===== src/rtl/alu_issue_buf_pkg.sv =====
// Shared CPU definitions for the ALU issue buffer: default widths, ALUOp
// encodings and buffer occupancy states.
package alu_issue_buf_pkg;

  localparam int unsigned ALU_DATA_W  = 32;
  localparam int unsigned ALU_OP_W    = 3;
  localparam int unsigned ALU_TAG_W   = 5;
  localparam int unsigned ALU_SHAMT_W = 5;

  localparam logic [2:0] ALU_ADD = 3'b000;
  localparam logic [2:0] ALU_SUB = 3'b001;
  localparam logic [2:0] ALU_AND = 3'b010;
  localparam logic [2:0] ALU_OR  = 3'b011;
  localparam logic [2:0] ALU_SRL = 3'b100;
  localparam logic [2:0] ALU_SRA = 3'b101;

  typedef enum logic [1:0] {
    ST_EMPTY = 2'd0,
    ST_ONE   = 2'd1,
    ST_FULL  = 2'd2
  } state_t;

endpackage


===== src/rtl/alu_issue_entry.sv =====
// Single buffer slot: a W-bit register with load enable, cleared on reset.
module alu_issue_entry #(
  parameter int unsigned W = 8
) (
  input  logic         clk,
  input  logic         reset,
  input  logic         load,
  input  logic [W-1:0] d,
  output logic [W-1:0] q
);

  always_ff @(posedge clk or negedge reset) begin
    if (!reset) begin
      q <= '0;
    end else if (load) begin
      q <= d;
    end
  end

endmodule


===== src/rtl/alu_issue_buf.sv =====
// Two-entry in-order skid buffer between decode/GRF and the ALU. The head
// slot always drives out_*; the tail slot only holds the second entry.
module alu_issue_buf
  import alu_issue_buf_pkg::*;
#(
  parameter int unsigned DATA_W = ALU_DATA_W,
  parameter int unsigned OP_W   = ALU_OP_W,
  parameter int unsigned TAG_W  = ALU_TAG_W
) (
  input  logic              clk,
  input  logic              reset,
  input  logic              flush,
  input  logic              in_valid,
  output logic              in_ready,
  input  logic [DATA_W-1:0] in_a,
  input  logic [DATA_W-1:0] in_b,
  input  logic [OP_W-1:0]   in_op,
  input  logic [TAG_W-1:0]  in_tag,
  output logic              out_valid,
  input  logic              out_ready,
  output logic [DATA_W-1:0] out_a,
  output logic [DATA_W-1:0] out_b,
  output logic [OP_W-1:0]   out_op,
  output logic [TAG_W-1:0]  out_tag,
  output logic              out_illegal,
  output logic [1:0]        count
);

  localparam int unsigned ENT_W = 2 * DATA_W + OP_W + TAG_W;

  state_t             state;
  state_t             state_nxt;
  logic               push;
  logic               pop;
  logic               is_shift;
  logic               load_head;
  logic               load_tail;
  logic [DATA_W-1:0]  b_store;
  logic [ENT_W-1:0]   in_ent;
  logic [ENT_W-1:0]   head_d;
  logic [ENT_W-1:0]   head_q;
  logic [ENT_W-1:0]   tail_q;

  // Handshake is decoded purely from the state register.
  assign in_ready  = (state != ST_FULL);
  assign out_valid = (state != ST_EMPTY);
  assign push      = in_valid && in_ready;
  assign pop       = out_valid && out_ready;

  // Shift ops keep only the 5-bit shift amount in B.
  assign is_shift = (in_op == OP_W'(ALU_SRL)) || (in_op == OP_W'(ALU_SRA));
  assign b_store  = is_shift ? DATA_W'(in_b[ALU_SHAMT_W-1:0]) : in_b;
  assign in_ent   = {in_a, b_store, in_op, in_tag};

  always_ff @(posedge clk or negedge reset) begin
    if (!reset) begin
      state <= ST_EMPTY;
    end else begin
      state <= state_nxt;
    end
  end

  always_comb begin
    state_nxt = state;
    load_head = 1'b0;
    load_tail = 1'b0;
    head_d    = in_ent;
    if (flush) begin
      state_nxt = ST_EMPTY;
    end else begin
      case (state)
        ST_EMPTY: begin
          if (push) begin
            state_nxt = ST_ONE;
            load_head = 1'b1;
          end
        end
        ST_ONE: begin
          if (push && pop) begin
            load_head = 1'b1;
          end else if (push) begin
            state_nxt = ST_FULL;
            load_tail = 1'b1;
          end else if (pop) begin
            state_nxt = ST_EMPTY;
          end
        end
        ST_FULL: begin
          if (pop) begin
            state_nxt = ST_ONE;
            load_head = 1'b1;
            head_d    = tail_q;
          end
        end
        default: state_nxt = ST_EMPTY;
      endcase
    end
  end

  alu_issue_entry #(.W(ENT_W)) u_head (
    .clk   (clk),
    .reset (reset),
    .load  (load_head),
    .d     (head_d),
    .q     (head_q)
  );

  alu_issue_entry #(.W(ENT_W)) u_tail (
    .clk   (clk),
    .reset (reset),
    .load  (load_tail),
    .d     (in_ent),
    .q     (tail_q)
  );

  assign {out_a, out_b, out_op, out_tag} = head_q;
  assign out_illegal = out_valid && (out_op[2:1] == 2'b11);
  assign count       = 2'(state);

endmodule

===== config.mk =====
export PLATFORM = sky130hd
export DESIGN_NAME = alu_issue_buf
export DESIGN_NICKNAME = d
export VERILOG_FILES = /design/src/rtl/alu_issue_buf_pkg.sv /design/src/rtl/alu_issue_entry.sv /design/src/rtl/alu_issue_buf.sv
export SDC_FILE = /design/constraint.sdc
export NUM_CORES = 1
export LEC_CHECK = 0
export ABC_AREA = 1
export BUFFER_PORTS_ARGS = -buffer_cell sky130_fd_sc_hd__clkbuf_2
export CAP_MARGIN = 30
export CORE_MARGIN = 2
export CORE_UTILIZATION = 50
export CTS_BUF_LIST = sky130_fd_sc_hd__clkbuf_8
export DETAILED_ROUTE_END_ITERATION = 8
export GPL_ROUTABILITY_DRIVEN = 0
export PLACE_DENSITY_LB_ADDON = 0.2
export SKIP_CTS_REPAIR_TIMING = 1
export SLEW_MARGIN = 15
export SYNTH_ARGS = -nofsm -noshare
export SYNTH_HDL_FRONTEND = slang
export SYNTH_HIERARCHICAL = 1
export SYNTH_SLANG_ARGS = --single-unit
export TNS_END_PERCENT = 30

===== constraint.sdc =====
create_clock -name clk -period 1.5 [get_ports clk]
set_clock_uncertainty 0.2 [all_clocks]
set_input_delay 0.3 -clock clk [delete_from_list [all_inputs] [get_ports clk]]
set_output_delay 0.3 -clock clk [all_outputs]
set_load 0.02 [all_outputs]

; Word level (Yosys, flattened, before mapping)
; Index checks and enable logic that the tools add are counted.
; W data, S select, Z words.
[word_totals]
register_bits = 146
latch_bits = 0
mem_bits_rw = 0
mem_bits_ro = 0
in_bits = 77
out_inout_bits = 77
wordCells = 40
n_memories = 0
[op_classes]
addsub = 0
n_mul = 0
n_div = 0
n_lt_le_gt_ge = 0
eq_ne = 10
shifts = 0
n_mux = 19
bitwise = 0
reduce_logical = 8
[op_table]
columns = op, count
row1 = $mux W72, 3
row2 = $mux W32, 1
row3 = $mux W2, 6
row4 = $ne A3 B3 Y1 const B, 3
row5 = $mux W1, 7
row6 = $eq A3 B3 Y1 const B, 2
row7 = $pmux W2 S3, 1
row8 = $eq A2 B2 Y1 const B, 2
row9 = $logic_and A1 B1 Y1, 4
row10 = $ne A4 B4 Y1 const B, 1
row11 = $reduce_and A4 Y1, 1
row12 = $pmux W1 S3, 1
row13 = $eq A2 B1 Y1 const B, 1
row14 = $logic_not A2 Y1, 1
row15 = $ne A2 B2 Y1 const B, 1
row16 = $reduce_bool A2 Y1, 1
row17 = $logic_or A1 B1 Y1, 1

; Depth between registers and ports, before layout
[depth]
depth_word = 7
ltp_mapped = 9
mapped_depth_nobuf = 7

; By module
; Netlist, hierarchy kept.
[modules_own_cells]
columns = mod, n_inst, cells_per_inst, area_each_um2, seq_area_each_um2
row1 = alu_issue_entry, 2, 304, 2748.9, 1801.7
row2 = alu_issue_buf, 1, 320, 1438.9, 50.0

; Least setup slack after synthesis
; No wires, ideal clock.
[synth_timing]
path_type = flip-flop to flip-flop
from = reg state[0], in the netlist count[0]
to = reg u_head.q[6]
setup_time_ns = 0.117
arrival_ns = 1.365
t_required_ns = 1.183
path_slack_ns = -0.183
path_stages_with_launch = 10
n_path_buf = 2
synth_period_minus_slack_ns = 1.683
path_cell_list = dfrtp_1 -> inv_1 -> nand2_1 -> nand2_1 -> a21boi_0 -> buf_6 -> inv_6 -> buf_6 -> nand2_1 -> nand2_1
[synth_via]
elab_chain_cells = 6
elab_cells_between_ends = 16
cone_classes = 3 x eq/ne / 8 x mux / 5 x reduce/logical
[synth_lines]
columns = element, line_no
row1 = from (decl), alu_issue_buf.sv:31  ; state_t state;
row2 = from (signal assigned), alu_issue_buf.sv:59  ; state <= state_nxt;
row3 = $ne A2 B2 Y1 / $reduce_bool A2 Y1 (equally long branches), "alu_issue_buf.sv:45, alu_issue_buf.sv:46"
row4 = "$logic_and A1 B1 Y1, on equally long branches", "alu_issue_buf.sv:47, alu_issue_buf.sv:48"
row5 = $logic_and A1 B1 Y1, alu_issue_buf.sv:79  ; if (push && pop) begin
row6 = $mux W1, alu_issue_buf.sv:79
row7 = $pmux W1 S3 (*), alu_issue_buf.sv:71  ; case (state)
row8 = $mux W1 (*), alu_issue_buf.sv:68  ; if (flush) begin
row9 = net load_head, alu_issue_buf.sv:36  ; logic load_head;
row10 = to (signal assigned), alu_issue_entry.sv:14  ; q <= '0;
row11 = to (signal assigned), alu_issue_entry.sv:16  ; q <= d;
row12 = to (decl), alu_issue_entry.sv:9  ; output logic [W-1:0] q
; Mark *: on every way through the listed nets, which the timed path passes. The rest lies on a longest branch.
; A chain may end at the register's enable or synchronous reset.

; Worst setup path after layout
[layout_timing]
from = reg state[0], in the netlist count[0]
to = out out_illegal
[layout_via]
elab_chain_cells = 2
[layout_lines]
columns = element, line_no
row1 = $reduce_bool A2 Y1, alu_issue_buf.sv:46  ; assign out_valid = (state != ST_EMPTY);
row2 = $logic_and A1 B1 Y1, alu_issue_buf.sv:117  ; assign out_illegal = out_valid && (out_op[2:1] == 2'b11);
row3 = to (decl), alu_issue_buf.sv:25  ; output logic out_illegal,
; Every way passes these cells.

==> summary.txt <==
Critical path
  – Buf+Inv Stages, Crit Path: 3
  – Critical setup path kind: flop to output port
  – Critical path startpoint category: flop
  – Crit path max fanout: 2
  – Maximum single-stage delay on the critical path: 0.42 ns
  – Family with the most delay on the worst path: flip-flops
  – Max stage delay cell, worst path: sky130_fd_sc_hd__dfrtp_2
  – Most frequent cell on the critical path: sky130_fd_sc_hd__buf_6
  – Crit path required time: 1.00 ns
  – Ordered cell list for the critical path: inv_2 -> buf_6 -> nand2_4 -> and3_4 -> buf_6
  – Arr. time, crit path: 1.36 ns
  – CP Capture Type: output port

Clock network
  – Insertion delay to the later sink of the worst-skew pair: 0.44 ns
  – Library cell used as clock root buffer: sky130_fd_sc_hd__clkbuf_8
  – Clock tree from TritonCTS: done
  – Number of levels in the clock H-tree: 4
  – TritonCTS Buffers: 17
  – Maximum number of buffers from clock root to sink: 2
  – Clock transition at the registers of the reported paths: 0.08 ns
  – Total number of clock tree sinks: 146

Floorplanning
  – DIE HEIGHT: 122 µm
  – DIE AREA: 14800 µm²
  – IO Count: 154
  – Die width: 122 µm
  – Initial core utilization: 50.6%
  – Std cell rows: 43
  – Area of the placeable core: 13700 µm²

Flow run
  – Maximum capacitance violations: 0

Synthesis
  – Yosys warning total: 6
  – Synth Area in Compound Gates: 5.56%
  – Share of synthesized area spent on multiplexers: 0%
  – Syn Nets: 1005
  – Post-synthesis cell area: 6940 µm²
  – Mapped Avg Cell Area: 7.47 µm²
  – Number of distinct library cells after synthesis: 22
  – Number of synthesized register bits: 146
  – Combinational family with the most area after synthesis: simple AND/OR/NAND/NOR gates
  – Fraction of the mapped netlist area in simple logic gates: 30.4%
  – Parity-gate share of the synthesized area counting xor and xnor cells: 0%
  – Cell taking the most area after synthesis: sky130_fd_sc_hd__dfrtp_1
  – Top cells by area, synth: sky130_fd_sc_hd__dfrtp_1 (53%), sky130_fd_sc_hd__nand2_1 (28%), sky130_fd_sc_hd__inv_1 (5.6%)
  – Cells after Synth: 928
  – Register area share after synthesis: 52.7%
  – Fraction of post-synthesis cell area in the top cell type by area: 52.7%
  – Post-synthesis adder-cell area fraction: 0%

Timing
  – Worst Tran Pin Value: 0.368 ns
  – Final critical-path required period: 1.86 ns
  – Number of endpoints failing setup at the final stage: 164
  – Relative slew slack: 75.5%
  – Final hold slack: -0.0429 ns
  – Setup repair after global routing missed its margin: true
  – Number of hold-slack violations in the final timing report: 5
  – Fmax: 536 MHz
  – Final worst-path cycle share: 124%
  – Final number of max-transition violations: 0
  – Minimum setup slack in the final design: -0.364 ns

Cells and area
  – Most frequent standard cell in the layout excluding fill and tap cells: sky130_fd_sc_hd__nand2_1
  – Diode insertion count for antenna repair: 0
  – Area Overhead vs Synth: 38.9%
  – Final-stage net count: 1249
  – End-of-flow core utilization: 70.2%
  – Share of post-route cells with drive strength above 1: 21.8%
  – Post-Layout Cell Count: 1364
  – Commonest cells after routing, fill and taps aside: sky130_fd_sc_hd__nand2_1 (512), sky130_fd_sc_hd__dfrtp_1 (144), sky130_fd_sc_hd__inv_1 (102)

Drt
  – Drt initial violations: 438
  – DR vias: 6351
  – DR vias/cell: 4.66
  – DRC Markers: 0
  – Drt wl/cell: 13.8 µm
  – Final wirelength: 18.8 mm
  – Remaining antenna violation count: 0
  – Number of optimization iterations in the first detailed-route pass: 5

Global route
  – All-Layer GR Usage: 22.2%
  – Antenna violations before repair: 0
  – Residual overflow from global routing: 0
  – Global-route wire length before repair: 25.8 mm
  – Maximum number of pins on one net before global-route repair: 67
  – Number of global-route vias before repair: 5464

Place
  – Worst setup timing slack at the placement stage: -0.196 ns
  – Placed Cells incl. Taps: 1246
  – I/O Buffers: 153
  – DP Wirelength: 10.4 mm

Outcome
  – Failing checks: hold timing, setup timing
  – Outcome: finished, violations left

Power
  – Ratio of total power to cell area: 1470 nW/µm²
  – Peak VDD IR: 0.698 mV
  – Overall Power: 0.0142 W
  – Lkg Pwr: 5.55 nW

Hold path
  – Classification of the worst-slack hold path: input port to flop
==> worst paths after layout <==
path / start / to / slack (ns) / cells past startpoint
setup / recovery: count[0] / out_illegal / -0.36 / 5
max in group asynchronous: reset / u_head/q[14] / 0.50 / 3
hold / removal: in_b[17] / u_tail/q[25] / -0.04 / 5
hold reg to reg: u_head/q[66] / u_head/q[66] / 0.27 / 2
setup reg to reg: count[0] / u_head/q[61] / -0.34 / 10
min in group asynchronous: reset / u_head/q[32] / 0.12 / 2
==> cell type report <==
cell class	instances	area, µm²
Clock buffer	20	275
Multi-Input combinational cell	628	2530
Tap cell	180	225
Sequential cell	146	3660
Fill cell	1126	4080
Inverter	106	418
Clock inverter	11	113
Timing Repair Buffer	273	2420
==> worst min-delay path, cell delays in order <==
cell and delay, ns:
sky130_fd_sc_hd__clkbuf_2 0.08, sky130_fd_sc_hd__inv_1 0.04, sky130_fd_sc_hd__nor2_1 0.05, sky130_fd_sc_hd__nand2_1 0.06, sky130_fd_sc_hd__nand2_1 0.05
==> logic make-up after synthesis <==
group / count (synthesis)
simple gates: 553
compound gates: 75
flops: 146
buf+inv: 154
==> sequential cells by signal, summed over array words and instances, names as in the netlist <==
register / cells
u_head/q: 72
count: 2
u_tail/q: 72
==> synth_stat cells, drive strengths merged <==
library cell    n
clkbuf          7
dfrtp         146
a21oi           2
a21boi          1
nand2         515
and3            1
o21ai          72
inv           106
nand4           1
nand3           4
nor2           32
buf            41
==> per-layer routing <==
| metal | vias to the layer above | global-route usage [%] | routed length (µm) |
|---|---|---|---|
| li1 | 3248 | - | - |
| met1 | 2895 | 29.8 | 8360 |
| met2 | 187 | 35.9 | 9290 |
| met3 | 21 | 5.10 | 871 |
| met4 | 0 | 7.11 | 275 |
| met5 | - | 0 | 0 |
==> per-stage QoR <==
stage	TNS (ns)	cell area [µm²]
after floorplan	-4.54	6940
after global placement	-15.60	8050
after detailed placement	-20.59	8050
after CTS	-22.54	8430
after global routing	-50.78	9640
final	-37.54	9640
==> report_power, final <==
part	internal (W)	switching, W	total, W	leakage (nW)
Sequential	0.00546	0.000848	0.00630	1.84
Combinational	0.00198	0.00284	0.00483	3.51
Clock	0.00158	0.00145	0.00303	0.201
Note: power is estimated with default switching activity, not from simulation.
